--- src/rtl/sd_block_sequencer.sv ---
// Single-block SD transfer engine: drives the sdc_controller Wishbone
// register port through the CMD17/CMD24 setup, event polling and event
// clearing sequence, and reports one done pulse with a sticky error code.
module sd_block_sequencer #(
  parameter logic [7:0]  REG_ARG      = 8'h00,
  parameter logic [7:0]  REG_CMD      = 8'h04,
  parameter logic [7:0]  REG_CMD_ISR  = 8'h34,
  parameter logic [7:0]  REG_DAT_ISR  = 8'h3C,
  parameter logic [7:0]  REG_BLKCNT   = 8'h48,
  parameter logic [7:0]  REG_DMA      = 8'h60,
  parameter logic [31:0] DMA_BASE     = 32'h0,
  parameter logic [31:0] CMD_RD       = 32'h0000_1139,
  parameter logic [31:0] CMD_WR       = 32'h0000_1859,
  parameter logic [31:0] CMD_ERR_MASK = 32'h0000_001E,
  parameter logic [31:0] DAT_ERR_MASK = 32'h0000_0006,
  parameter int          TMO_W        = 24
) (
  input  logic        clk,
  input  logic        rst_n,
  input  logic        req_valid,
  output logic        req_ready,
  input  logic        req_write,
  input  logic [31:0] req_lba,
  output logic        done,
  output logic        err,
  output logic [1:0]  err_code,
  output logic [31:0] err_status,
  output logic [7:0]  wb_adr_o,
  output logic [31:0] wb_dat_o,
  input  logic [31:0] wb_dat_i,
  output logic [3:0]  wb_sel_o,
  output logic        wb_we_o,
  output logic        wb_cyc_o,
  output logic        wb_stb_o,
  input  logic        wb_ack_i
);

  typedef enum logic [3:0] {
    S_IDLE, S_W_DMA, S_W_BCNT, S_W_ARG, S_W_CMD,
    S_P_CEVT, S_C_CEVT, S_P_DEVT, S_C_DEVT, S_DONE
  } state_t;

  // Last count value before the limit: the read that would bring the
  // counter to all-ones is the one that declares the timeout.
  localparam logic [TMO_W-1:0] TMO_LAST = {{(TMO_W-1){1'b1}}, 1'b0};

  state_t           state_q, state_d;
  logic             write_q, write_d;
  logic [31:0]      lba_q, lba_d;
  logic             cyc_q, cyc_d;
  logic             we_q, we_d;
  logic [7:0]       adr_q, adr_d;
  logic [31:0]      dat_q, dat_d;
  logic [TMO_W-1:0] tmo_q, tmo_d;
  logic [1:0]       code_q, code_d;
  logic [31:0]      status_q, status_d;

  logic [7:0]       acc_adr;
  logic [31:0]      acc_dat;
  logic             acc_we;

  // State and bus registers; reset drops any open cycle on the same edge.
  always_ff @(posedge clk) begin
    if (!rst_n) begin
      state_q  <= S_IDLE;
      write_q  <= 1'b0;
      lba_q    <= '0;
      cyc_q    <= 1'b0;
      we_q     <= 1'b0;
      adr_q    <= '0;
      dat_q    <= '0;
      tmo_q    <= '0;
      code_q   <= '0;
      status_q <= '0;
    end else begin
      state_q  <= state_d;
      write_q  <= write_d;
      lba_q    <= lba_d;
      cyc_q    <= cyc_d;
      we_q     <= we_d;
      adr_q    <= adr_d;
      dat_q    <= dat_d;
      tmo_q    <= tmo_d;
      code_q   <= code_d;
      status_q <= status_d;
    end
  end

  // Next state: each access state opens one WB cycle while the bus is idle,
  // and acts on the ack; closing at the ack edge gives the idle gap for free.
  always_comb begin
    state_d  = state_q;
    write_d  = write_q;
    lba_d    = lba_q;
    cyc_d    = cyc_q;
    we_d     = we_q;
    adr_d    = adr_q;
    dat_d    = dat_q;
    tmo_d    = tmo_q;
    code_d   = code_q;
    status_d = status_q;
    acc_adr  = '0;
    acc_dat  = '0;
    acc_we   = 1'b0;

    case (state_q)
      S_W_DMA:  begin acc_adr = REG_DMA;     acc_dat = DMA_BASE; acc_we = 1'b1; end
      S_W_BCNT: begin acc_adr = REG_BLKCNT;  acc_dat = '0;       acc_we = 1'b1; end
      S_W_ARG:  begin acc_adr = REG_ARG;     acc_dat = lba_q;    acc_we = 1'b1; end
      S_W_CMD:  begin acc_adr = REG_CMD;     acc_dat = write_q ? CMD_WR : CMD_RD; acc_we = 1'b1; end
      S_P_CEVT: begin acc_adr = REG_CMD_ISR; acc_we = 1'b0; end
      S_C_CEVT: begin acc_adr = REG_CMD_ISR; acc_we = 1'b1; end
      S_P_DEVT: begin acc_adr = REG_DAT_ISR; acc_we = 1'b0; end
      S_C_DEVT: begin acc_adr = REG_DAT_ISR; acc_we = 1'b1; end
      default: ;
    endcase

    case (state_q)
      S_IDLE: begin
        if (req_valid) begin
          write_d  = req_write;
          lba_d    = req_lba;
          code_d   = '0;
          status_d = '0;
          state_d  = S_W_DMA;
        end
      end
      S_DONE: state_d = S_IDLE;
      default: begin
        if (!cyc_q) begin
          cyc_d = 1'b1;
          adr_d = acc_adr;
          dat_d = acc_dat;
          we_d  = acc_we;
        end else if (wb_ack_i) begin
          cyc_d = 1'b0;
          case (state_q)
            S_W_DMA:  state_d = S_W_BCNT;
            S_W_BCNT: state_d = S_W_ARG;
            S_W_ARG:  state_d = S_W_CMD;
            S_W_CMD: begin
              tmo_d   = '0;
              state_d = S_P_CEVT;
            end
            S_P_CEVT: begin
              if (wb_dat_i != '0) begin
                if ((wb_dat_i & CMD_ERR_MASK) != '0) begin
                  code_d   = 2'd1;
                  status_d = wb_dat_i;
                end
                state_d = S_C_CEVT;
              end else if (tmo_q == TMO_LAST) begin
                code_d   = 2'd3;
                status_d = wb_dat_i;
                state_d  = S_DONE;
              end else begin
                tmo_d = tmo_q + 1'b1;
              end
            end
            S_C_CEVT: begin
              tmo_d   = '0;
              state_d = (code_q != '0) ? S_DONE : S_P_DEVT;
            end
            S_P_DEVT: begin
              if (wb_dat_i != '0) begin
                if ((wb_dat_i & DAT_ERR_MASK) != '0) begin
                  code_d   = 2'd2;
                  status_d = wb_dat_i;
                end
                state_d = S_C_DEVT;
              end else if (tmo_q == TMO_LAST) begin
                code_d   = 2'd3;
                status_d = wb_dat_i;
                state_d  = S_DONE;
              end else begin
                tmo_d = tmo_q + 1'b1;
              end
            end
            S_C_DEVT: state_d = S_DONE;
            default:  state_d = S_IDLE;
          endcase
        end
      end
    endcase
  end

  assign req_ready  = (state_q == S_IDLE);
  assign done       = (state_q == S_DONE);
  assign err        = (code_q != '0);
  assign err_code   = code_q;
  assign err_status = status_q;
  assign wb_adr_o   = adr_q;
  assign wb_dat_o   = dat_q;
  assign wb_we_o    = we_q;
  assign wb_cyc_o   = cyc_q;
  assign wb_stb_o   = cyc_q;
  assign wb_sel_o   = 4'hf;

endmodule
--- config.mk ---
export PLATFORM = sky130hd
export DESIGN_NAME = sd_block_sequencer
export DESIGN_NICKNAME = d
export VERILOG_FILES = /design/src/rtl/sd_block_sequencer.sv
export SDC_FILE = /design/constraint.sdc
export NUM_CORES = 1
export LEC_CHECK = 0
export BUFFER_PORTS_ARGS = -buffer_cell sky130_fd_sc_hd__buf_2
export CAP_MARGIN = 20
export CORE_UTILIZATION = 40
export DETAILED_ROUTE_END_ITERATION = 6
export SETUP_SLACK_MARGIN = 0.1
export SLEW_MARGIN = 20
export SYNTH_ARGS = -nofsm -noshare
export SYNTH_HDL_FRONTEND = slang
export SYNTH_SLANG_ARGS = --single-unit
export TNS_END_PERCENT = 30
--- constraint.sdc ---
create_clock -name clk -period 3.6 [get_ports clk]
set_input_delay 0.36 -clock clk [delete_from_list [all_inputs] [get_ports clk]]
set_output_delay 0.36 -clock clk [all_outputs]
set_load 0.02 [all_outputs]
==> results of run 1 <==
## power breakdown
group	leakage [nW]	switching (mW)	internal (mW)	total [mW]
combinational	1.57	0.216	0.120	0.337
clock	0.290	0.642	1.11	1.75
sequential	1.09	0.0304	1.53	1.56
total	2.95	0.889	2.76	3.65
## per-stage QoR
step	std cells	area [µm²]	util [%]
after floorplan	688	5890	-
after global placement	966	6650	47.2
after detailed placement	966	6650	47.2
after CTS	998	7240	51.4
after global routing	998	7240	51.4
final	998	7240	51.4
## registers in the layout, summed over array words and instances (netlist names)
signal / flops
tmo_q: 24
state_q: 4
write_q: 1
wb_we_o: 1
err_code: 2
err_status: 32
wb_adr_o: 5
wb_dat_o: 32
lba_q: 32
wb_cyc_o: 1
## critical path: stages, from the launching register on
cell                      delay [ps]
sky130_fd_sc_hd__dfxtp_1         560
sky130_fd_sc_hd__nor4_2          860
sky130_fd_sc_hd__buf_2           300
## routing by layer
layer  vias up  track usage [%]  routed length [µm]
met2       155             34.3                7210
met1      2557             24.0                6570
met3        24             7.01                 989
met5         -                0                   0
met4         0             7.68                 265
li1       2676                -                   -
## path summary, 6_finish.rpt
| check | endpoint | slack [ps] | cells past startpoint |
|---|---|---|---|
| worst max-delay path | req_ready | 1100 | 2 |
| worst min-delay path | lba_q[12] | 180 | 3 |
| worst max register to register | tmo_q[17] | 1110 | 6 |
| worst min register to register | lba_q[12] | 460 | 2 |
## logic make-up after synthesis
group / after synthesis / synth area share (%)
DFF: 134 / 45.7
muxes: 2 / 0.341
other: 2 / 0.128
buffers and inverters: 66 / 5.56
AOI/OAI and AO/OA: 204 / 24.5
adders and majority gates: 2 / 0.426
and+or+nand+nor: 273 / 23.4
## Yosys cell counts, types with 3 or more instances
library cell               count
sky130_fd_sc_hd__nor2b_1       5
sky130_fd_sc_hd__nand2_1     134
sky130_fd_sc_hd__clkbuf_1     30
sky130_fd_sc_hd__inv_1         6
sky130_fd_sc_hd__nand2b_1      6
sky130_fd_sc_hd__o21ai_1       3
sky130_fd_sc_hd__and3_1        3
sky130_fd_sc_hd__buf_4         8
sky130_fd_sc_hd__nor2_1       22
sky130_fd_sc_hd__a21oi_1      41
sky130_fd_sc_hd__nor4_1        9
sky130_fd_sc_hd__o31ai_1      11
sky130_fd_sc_hd__a22o_1       33
sky130_fd_sc_hd__o22ai_1       4
sky130_fd_sc_hd__a21boi_1      5
sky130_fd_sc_hd__nor3_1       10
sky130_fd_sc_hd__buf_2        14
sky130_fd_sc_hd__or4_1        14
sky130_fd_sc_hd__and2_1        9
sky130_fd_sc_hd__a21boi_0     54
sky130_fd_sc_hd__nand3_1      32
sky130_fd_sc_hd__o221a_2       3
sky130_fd_sc_hd__o211ai_1      4
sky130_fd_sc_hd__buf_6         4
sky130_fd_sc_hd__dfxtp_1     134
sky130_fd_sc_hd__or3_1         5
sky130_fd_sc_hd__nand4_1       6
sky130_fd_sc_hd__o21a_1        4
sky130_fd_sc_hd__o21ai_0      25
## area by class of cell
cell class / count / area, µm² / share of cell area, %
inverter: 7 / 26.3 / 0.363
timing repair buffer: 157 / 816 / 11.3
sequential: 134 / 2680 / 37.0
clock inverter: 12 / 151 / 2.09
clock buffer: 20 / 447 / 6.17
tap: 180 / 225 / 3.11
multi-input combinational: 488 / 2900 / 40.0
==> flow_summary.rst, run 1 <==
.. list-table::
   :header-rows: 1

   * - Metric
     - Value
   * - Total negative slack for setup checks
     - 0 ps
   * - Remaining max-slew budget at the tightest pin
     - between 30 and 40%
   * - Leak
     - 2.95 nW
   * - Yosys top cell area share
     - 45.7%
   * - Most frequent cells in the layout
     - sky130_fd_sc_hd__buf_2, sky130_fd_sc_hd__nand2_1, sky130_fd_sc_hd__dfxtp_1, sky130_fd_sc_hd__a21boi_0, sky130_fd_sc_hd__a21oi_1
   * - Time the final worst path needs with I/O delays and setup
     - 2500 ps
   * - Total wire length
     - approximately 15000 µm
   * - Element type at the critical path end
     - primary output
   * - Placement Setup Slack
     - approximately 1100 ps
   * - Clock edge transition at the registers on the reported setup and hold paths
     - approximately 60 ps
   * - Worst IR drop on VDD
     - ~0.00035 V
   * - NumNets Final
     - slightly below 900
   * - Post-CTS resize count
     - 0
   * - Leading cell type in the layout, fill and taps excluded
     - sky130_fd_sc_hd__buf_2
   * - Launching instance or port of the critical path
     - state_q[1]
   * - Minimum setup slack in the final design
     - around 1100 ps
   * - Ratio of final minimum period to clock period
     - 69.3%
   * - Vias in the first global route
     - 5156
   * - Power Dens Cells
     - 504 nW/µm²
   * - Setup violators final
     - 0
   * - Cell Area, Synth
     - slightly below 6000 µm²
   * - Hold violation count in the final report
     - 0
   * - Fraction of final layout cells sized beyond drive strength 1
     - approximately a quarter
   * - Signed area change from the synthesized netlist to the final layout
     - 23.4%
   * - Worst hold path class
     - in -> reg
   * - Max cap viols
     - 0
   * - Share of synthesized flip-flops with an asynchronous set or reset
     - 0%
   * - Number of placement rows
     - 43
   * - Worst-Skew Late Latency
     - 410 ps
   * - Final HPWL from detailed placement
     - around 10000 µm
   * - DR vias/cell
     - around 5.4
   * - First-iteration detailed-routing DRC count
     - between 300 and 400
   * - Tot Pwr
     - 3.65 mW
   * - Number of H-tree levels
     - 4
   * - Seq/Total Area, Yosys
     - about 46%
   * - Syn_area_per_cell
     - ~8.6 µm²
   * - Layout filler cell count
     - about 1400
   * - Total global routing overflow
     - 0
   * - Data required time at the worst endpoint
     - 3240 ps
   * - Count of pins over their slew limit
     - 0
   * - Pin count of the biggest net entering global routing
     - 84
   * - Number of port buffers
     - roughly 150
   * - Number of synthesis warnings
     - 0
   * - Number of distinct library cell variants in the gate-level netlist after synthesis
     - 60
   * - Number of synthesized flops with an enable pin
     - 0
   * - Antenna violations before repair
     - 0
   * - Routed length per instance
     - 15.1 µm
   * - Worst setup SP type
     - flip-flop
   * - Critical path fanouts, max
     - 21
   * - Starting utilization of the core area
     - a little over two fifths
   * - DRC errors left
     - 0
   * - Number of buffers between clock root and the deepest sink
     - 2
   * - Global-route total usage across every layer
     - between 20% and 30%
   * - Number of instances in the synthesized netlist
     - approximately 680
   * - Clock net sink count
     - roughly 130
   * - Die extent in x
     - ~120 µm
   * - Floorplan die area
     - roughly 15000 µm²
   * - Outcome
     - completed
   * - I/O Pins
     - 153
   * - Number of search-and-repair iterations in the first detailed-routing pass
     - 4
   * - Root Driver
     - sky130_fd_sc_hd__clkbuf_16
   * - Highest clock rate
     - 0.401 GHz
   * - Area inside the core boundary
     - between 10000 and 15000 µm²
   * - Transition time at the pin with the least slew margin
     - 929 ps
   * - Data arrival time of the critical path
     - ~2100 ps
   * - Setup Buffers After CTS
     - 0
   * - Setup CP Type
     - reg -> out
   * - Dominant cell type by area after synthesis
     - sky130_fd_sc_hd__dfxtp_1
   * - Clock tree from TritonCTS
     - yes
   * - Total via count in the routed design
     - approximately 5400
   * - Setup repair after global routing missed its margin
     - no
   * - Worst clock skew on the final layout
     - 7.43 ps
   * - Reg-to-Reg Start
     - tmo_q[9]
   * - Synthesis-stage register bit count
     - 134
   * - Quantity of hold-fixing buffers added after cts
     - 0
   * - First-pass GRT wire length
     - roughly 24000 µm
   * - Synth area leaders
     - sky130_fd_sc_hd__dfxtp_1, sky130_fd_sc_hd__nand2_1, sky130_fd_sc_hd__a21boi_0
   * - Final weighted congestion in routability-driven placement
     - 0.805
   * - Number of buffers inserted during clock tree synthesis
     - 17
   * - Critical hold path startpoint
     - req_lba[12]
   * - Top FF cell, synth
     - sky130_fd_sc_hd__dfxtp_1
   * - Worst-case hold slack
     - 178 ps
   * - N_diodes
     - 0
   * - Die Ht
     - 123 µm
   * - Number of antenna-violating nets in the routed design
     - 0
(Power assumes the default switching activity.)
==> inputs of run 2 (changes only) <==
PLACE_DENSITY = 0.66   (was default)
clock period = 2.2 ns   (was 3.6 ns; I/O delays follow)
==> run 2 against run 1 <==
  * Combinational power is 83% higher
  * Critical path depth rose by 5
  * Worst setup slack lost 990 ps
  * Design area increased by 7.0%
  * Sequential share of layout area decreased by 2.3 points
  * Critical path type is now reg -> reg
==> flow_summary.rst, run 2 (synthesis gave the netlist of run 1 again) <==
.. list-table::
   :header-rows: 1

   * - Metric
     - Value
   * - Final HPWL from detailed placement
     - roughly 11000 µm
   * - DR vias/cell
     - 5.39
   * - Fraction of final layout cells sized beyond drive strength 1
     - a little under a third
   * - Critical path fanouts, max
     - 4
   * - Setup CP Type
     - reg -> reg
   * - Final weighted congestion in routability-driven placement
     - 0.790
   * - Root Driver
     - sky130_fd_sc_hd__clkbuf_16
   * - I/O Pins
     - around 150
   * - Reg2Reg Depth
     - 7
   * - Power Dens Cells
     - ~790 nW/µm²
   * - Number of buffers inserted during clock tree synthesis
     - 17
   * - Signed area change from the synthesized netlist to the final layout
     - 32.0%
   * - Total via count in the routed design
     - between 5000 and 6000
   * - Max cap viols
     - 0
   * - Global-route total usage across every layer
     - 21.2%
   * - Transition time at the pin with the least slew margin
     - roughly 540 ps
   * - Quantity of hold-fixing buffers added after cts
     - 0
   * - Clock net sink count
     - 134
   * - Starting utilization of the core area
     - a little over two fifths
   * - DRC errors left
     - 0
   * - Ratio of final minimum period to clock period
     - a little over nine tenths
   * - First-pass GRT wire length
     - about 25000 µm
   * - Setup violators final
     - 0
   * - Area inside the core boundary
     - ~14000 µm²
   * - Remaining max-slew budget at the tightest pin
     - 63.8%
   * - Most frequent cells in the layout
     - sky130_fd_sc_hd__buf_2, sky130_fd_sc_hd__nand2_1, sky130_fd_sc_hd__dfxtp_1, sky130_fd_sc_hd__a21boi_0, sky130_fd_sc_hd__buf_4
   * - Number of H-tree levels
     - 4
   * - Data required time at the worst endpoint
     - approximately 2600 ps
   * - Worst-case hold slack
     - 31.5 ps
   * - Worst clock skew on the final layout
     - approximately 8.5 ps
   * - Total negative slack for setup checks
     - 0 ps
   * - Time the final worst path needs with I/O delays and setup
     - ~2100 ps
   * - Clock tree from TritonCTS
     - yes
   * - Leading cell type in the layout, fill and taps excluded
     - sky130_fd_sc_hd__buf_2
   * - First-iteration detailed-routing DRC count
     - between 200 and 300
   * - Number of antenna-violating nets in the routed design
     - 0
   * - Number of buffers between clock root and the deepest sink
     - 2
   * - Highest clock rate
     - approximately 0.48 GHz
   * - Instance area at placement
     - ~7000 µm²
   * - Outcome
     - completed
   * - Worst IR drop on VDD
     - around 0.00062 V
   * - Count of pins over their slew limit
     - 0
   * - NumNets Final
     - between 900 and 1000
   * - Number of search-and-repair iterations in the first detailed-routing pass
     - 5
   * - Pin count of the biggest net entering global routing
     - 47
   * - Floorplan die area
     - about 15000 µm²
   * - Setup repair after global routing missed its margin
     - yes
   * - Number of placement rows
     - 43
   * - Hold violation count in the final report
     - 0
   * - Reg2reg setup slack
     - about 120 ps
   * - Hold Path Cell Cnt
     - 2
   * - Antenna violations before repair
     - 1
   * - Post-route cell area
     - slightly below 8000 µm²
   * - Number of port buffers
     - about 150
   * - Finished Core Util
     - between 50% and 60%
   * - Clock edge transition at the registers on the reported setup and hold paths
     - 60 ps
   * - Total wire length
     - roughly 16000 µm
   * - Data arrival time of the critical path
     - roughly 2500 ps
   * - Die Ht
     - ~120 µm
   * - Routed length per instance
     - between 15 and 20 µm
   * - Die extent in x
     - around 120 µm
   * - Worst hold path class
     - in -> reg
   * - Worst-Skew Late Latency
     - 420 ps
   * - Total global routing overflow
     - 0
   * - Element type at the critical path end
     - flip-flop
   * - Worst setup SP type
     - flip-flop
   * - Leak
     - between 3 and 4 nW
   * - Tot Pwr
     - around 6 mW
   * - Vias in the first global route
     - 5314
## run 2: cell types whose count changed in the layout (fill, tap and decap cells not counted), moves of 2 or more
cell                         change
sky130_fd_sc_hd__buf_4          +42
sky130_fd_sc_hd__dfxtp_4         +2
sky130_fd_sc_hd__clkinv_4        +2
sky130_fd_sc_hd__dfxtp_1         -5
sky130_fd_sc_hd__dfxtp_2         +3
sky130_fd_sc_hd__clkinvlp_4      -2
sky130_fd_sc_hd__buf_12          +5
## run 2: timing repair
action,4_1_cts,5_1_grt
pin swaps,2,4
gates resized for setup,3,14
endpoints found under the setup margin,56,88
cloned,2,0
setup buffers,2,4
## run 2: through the flow
stage / cells / setup WS (ps)
after floorplan: 688 / 195
after global placement: 1008 / -257
after detailed placement: 1008 / -445
after CTS: 1044 / 32.1
after global routing: 1049 / 26.7
final: 1049 / 118
## run 2: path summary, 6_finish.rpt
path                                   start              to
worst min register to register     lba_q[31]       lba_q[31]
worst max-delay path                tmo_q[4]       tmo_q[18]
worst min-delay path            wb_dat_i[12]  err_status[12]
worst max register to register      tmo_q[4]       tmo_q[18]
## run 2: cell type report
cell class	instances	area, µm²
diodes	1	2.50
multi-input cells	490	2950
clock inverters	11	149
inverters	7	26.3
fillers	1323	6350
well taps	180	225
repair buffers	205	1240
flip-flops and latches	134	2690
clock buffers	21	460
## run 2: critical path, stage by stage (launching register included)
cell and delay [ps]:
sky130_fd_sc_hd__dfxtp_4 370, sky130_fd_sc_hd__nand4_4 140, sky130_fd_sc_hd__buf_6 150, sky130_fd_sc_hd__nor4_4 330, sky130_fd_sc_hd__nand3_2 120, sky130_fd_sc_hd__or3_1 350, sky130_fd_sc_hd__or4b_1 480, sky130_fd_sc_hd__nand2_1 80
## run 2: per-layer routing
| layer | vias up | part of all wire [%] | track usage, % |
|---|---|---|---|
| met5 | - | 0 | 0 |
| met4 | 0 | 2.2 | 10.2 |
| met3 | 26 | 6.5 | 5.07 |
| met2 | 183 | 47 | 34.8 |
| met1 | 2668 | 44 | 25.9 |
| li1 | 2774 | - | - |
## run 2: power breakdown
| part | leakage (nW) | switching [mW] | internal [mW] |
|---|---|---|---|
| sequential | 1.09 | 0.0468 | 2.51 |
| combinational | 1.84 | 0.375 | 0.241 |
| clock | 0.301 | 1.07 | 1.85 |
==> inputs of run 3 (changes only) <==
PLACE_DENSITY = default   (was 0.66)
clock period = 2.5 ns   (was 2.2 ns; I/O delays follow)
==> run 3 against run 2 <==
  * Worst setup slack better by 280 ps
  * Clock skew down 2.7 ps
  * Non-clock buffer count down 37
  * Final cell count down 3.9%
==> flow_summary.rst, run 3 (synthesis gave the netlist of run 1 again) <==
.. list-table::
   :header-rows: 1

   * - Metric
     - Value
   * - Total wire length
     - 15600 µm
   * - Total negative slack for setup checks
     - 0 ps
   * - Global-route total usage across every layer
     - a little over a fifth
   * - Clock net sink count
     - approximately 130
   * - Data arrival time of the critical path
     - roughly 2400 ps
   * - Vias in the first global route
     - 5090
   * - DRC errors left
     - 0
   * - Leak
     - 3.00 nW
   * - Transition time at the pin with the least slew margin
     - about 680 ps
   * - Destination of the worst register-to-register timing path
     - tmo_q[22]
   * - Clock network fraction of design power
     - between 40% and 50%
   * - Number of placement rows
     - 43
   * - Minimum setup slack in the final design
     - a little over 400 ps
   * - Critical path fanouts, max
     - 14
   * - Delay contributed by the slowest stage of the critical path
     - ~570 ps
   * - Area inside the core boundary
     - 14100 µm²
   * - Highest clock rate
     - approximately 0.48 GHz
   * - Routed length per instance
     - 15.5 µm
   * - Hold path endpoint
     - err_status[12]
   * - Cell with the largest stage delay on the worst path
     - sky130_fd_sc_hd__or4_1
   * - Count of pins over their slew limit
     - 0
   * - Max cap viols
     - 0
   * - Sw Pwr
     - roughly 1.3 mW
   * - N_diodes
     - 0
   * - Time the final worst path needs with I/O delays and setup
     - between 2000 and 2500 ps
   * - Number of placed instances, taps included
     - 977
   * - Worst clock skew on the final layout
     - 5.74 ps
   * - Cell chain of the critical path
     - nor2b_1 -> and2_1 -> nand2_1 -> or4_1 -> a21oi_1
   * - Hold Path Cell Cnt
     - 2
   * - Setup CP Type
     - reg -> reg
   * - Switching Fraction
     - roughly a quarter
   * - Die extent in x
     - around 120 µm
   * - Leading cell type in the layout, fill and taps excluded
     - sky130_fd_sc_hd__buf_2
   * - Setup Buffers After CTS
     - 0
   * - Total via count in the routed design
     - approximately 5500
   * - Number of buffer and inverter instances along the worst setup path
     - 0
   * - Power Dens Cells
     - about 710 nW/µm²
   * - Number of buffers between clock root and the deepest sink
     - 2
   * - Signed area change from the synthesized netlist to the final layout
     - 24.9%
   * - NumNets Final
     - about 900
   * - Reg2reg setup slack
     - ~400 ps
   * - Int Pwr
     - 3.94 mW
   * - Setup violators final
     - 0
   * - Post-CTS resize count
     - 0
   * - Critical hold path startpoint
     - wb_dat_i[12]
   * - Clock edge transition at the registers on the reported setup and hold paths
     - ~60 ps
   * - Number of buffers inserted during clock tree synthesis
     - 17
   * - Sequential share of power
     - a little over two fifths
   * - Number of search-and-repair iterations in the first detailed-routing pass
     - 5
   * - First-iteration detailed-routing DRC count
     - approximately 350
   * - Element type at the critical path end
     - flip-flop
   * - Fraction of final layout cells sized beyond drive strength 1
     - a little over a quarter
   * - Post-route non-filler standard cell count
     - just over 1000
   * - Most frequent cells in the layout
     - sky130_fd_sc_hd__buf_2, sky130_fd_sc_hd__nand2_1, sky130_fd_sc_hd__dfxtp_1, sky130_fd_sc_hd__a21boi_0, sky130_fd_sc_hd__a21oi_1
   * - Final HPWL from detailed placement
     - roughly 10000 µm
   * - Instance area at placement
     - 6750 µm²
   * - Data required time at the worst endpoint
     - about 2900 ps
   * - Post-route cell area
     - roughly 7300 µm²
   * - Quantity of hold-fixing buffers added after cts
     - 0
   * - Worst setup SP type
     - flip-flop
   * - Die Ht
     - 123 µm
   * - Placement Setup Slack
     - about 180 ps
   * - Hold violation count in the final report
     - 0
   * - Dominant delay contributor by cell family on the critical path
     - simple AND/OR/NAND/NOR gates
   * - Total global routing overflow
     - 0
   * - Ratio of final minimum period to clock period
     - between 80% and 90%
   * - Worst hold path class
     - in -> reg
   * - Reg2Reg Depth
     - 5
   * - Clock tree from TritonCTS
     - yes
   * - Floorplan die area
     - ~15000 µm²
   * - Outcome
     - completed
   * - Antenna violations before repair
     - 0
   * - Number of port buffers
     - roughly 150
   * - First-pass GRT wire length
     - roughly 25000 µm
   * - Worst-case hold slack
     - around 66 ps
   * - Worst IR drop on VDD
     - ~0.0006 V
   * - Final weighted congestion in routability-driven placement
     - 0.760
   * - I/O Pins
     - 153
   * - Worst-Skew Late Latency
     - between 400 and 500 ps
   * - Reg-to-Reg Start
     - state_q[2]
   * - Starting utilization of the core area
     - roughly two fifths
   * - Number of H-tree levels
     - 4
   * - Setup repair after global routing missed its margin
     - no
   * - Remaining max-slew budget at the tightest pin
     - between 50% and 60%
   * - Root Driver
     - sky130_fd_sc_hd__clkbuf_16
   * - Comb pwr share
     - approximately a tenth
   * - DR vias/cell
     - between 5 and 6
   * - Pin count of the biggest net entering global routing
     - approximately 80
   * - Number of antenna-violating nets in the routed design
     - 0
## run 3: changes by cell type in the layout (fill, tap and decap cells not counted), moves of 2 or more
cell                         change
sky130_fd_sc_hd__dfxtp_4         -2
sky130_fd_sc_hd__buf_12          -3
sky130_fd_sc_hd__clkinvlp_4      +2
sky130_fd_sc_hd__buf_4          -33
sky130_fd_sc_hd__clkinv_4        -3
sky130_fd_sc_hd__dfxtp_1         +5
sky130_fd_sc_hd__dfxtp_2         -3
## run 3: metal layers
metal  up-vias  GRT usage (%)  routed length, µm
li1       2691              -                  -
met2       158           35.3               7690
met1      2604           25.4               6730
met3        15           5.72               1030
met4         0           6.93                175
met5         -              0                  0
## run 3: per-stage QoR
stage | utilization (%) | total power, mW
CTS | 52.0 | 5.25
global placement | 47.9 | 2.79
floorplan | - | 2.62
finish | 52.0 | 5.21
global route | 52.0 | 5.41
detailed placement | 47.9 | 2.81
## run 3: worst max-delay path by stage
| stage | cells after the start | start | endpoint |
|---|---|---|---|
| floorplan | 6 | state_q[2] | err_status[10] |
| finish | 5 | state_q[2] | tmo_q[22] |
| global placement | 8 | wb_dat_i[7] | tmo_q[22] |
| CTS | 5 | state_q[2] | tmo_q[22] |
| detailed placement | 8 | wb_dat_i[7] | tmo_q[16] |
| global route | 7 | state_q[1] | wb_dat_o[23] |
## run 3: cell type report
type                       count  area [µm²]
clock buffer                  23         478
clock inverter                 8        98.8
fill                        1370        6770
inverter                       7        26.3
multi-input combinational    488        2900
sequential                   134        2680
tap                          180         225
timing repair buffer         168         923
## run 3: power groups by stage
stage | clock (mW) | sequential [mW] | combinational [mW]
global route | 2.59 | 2.26 | 0.562
detailed placement | 0 | 2.29 | 0.511
CTS | 2.48 | 2.25 | 0.514
global placement | 0 | 2.29 | 0.501
finish | 2.45 | 2.25 | 0.511
floorplan | 0 | 2.33 | 0.284
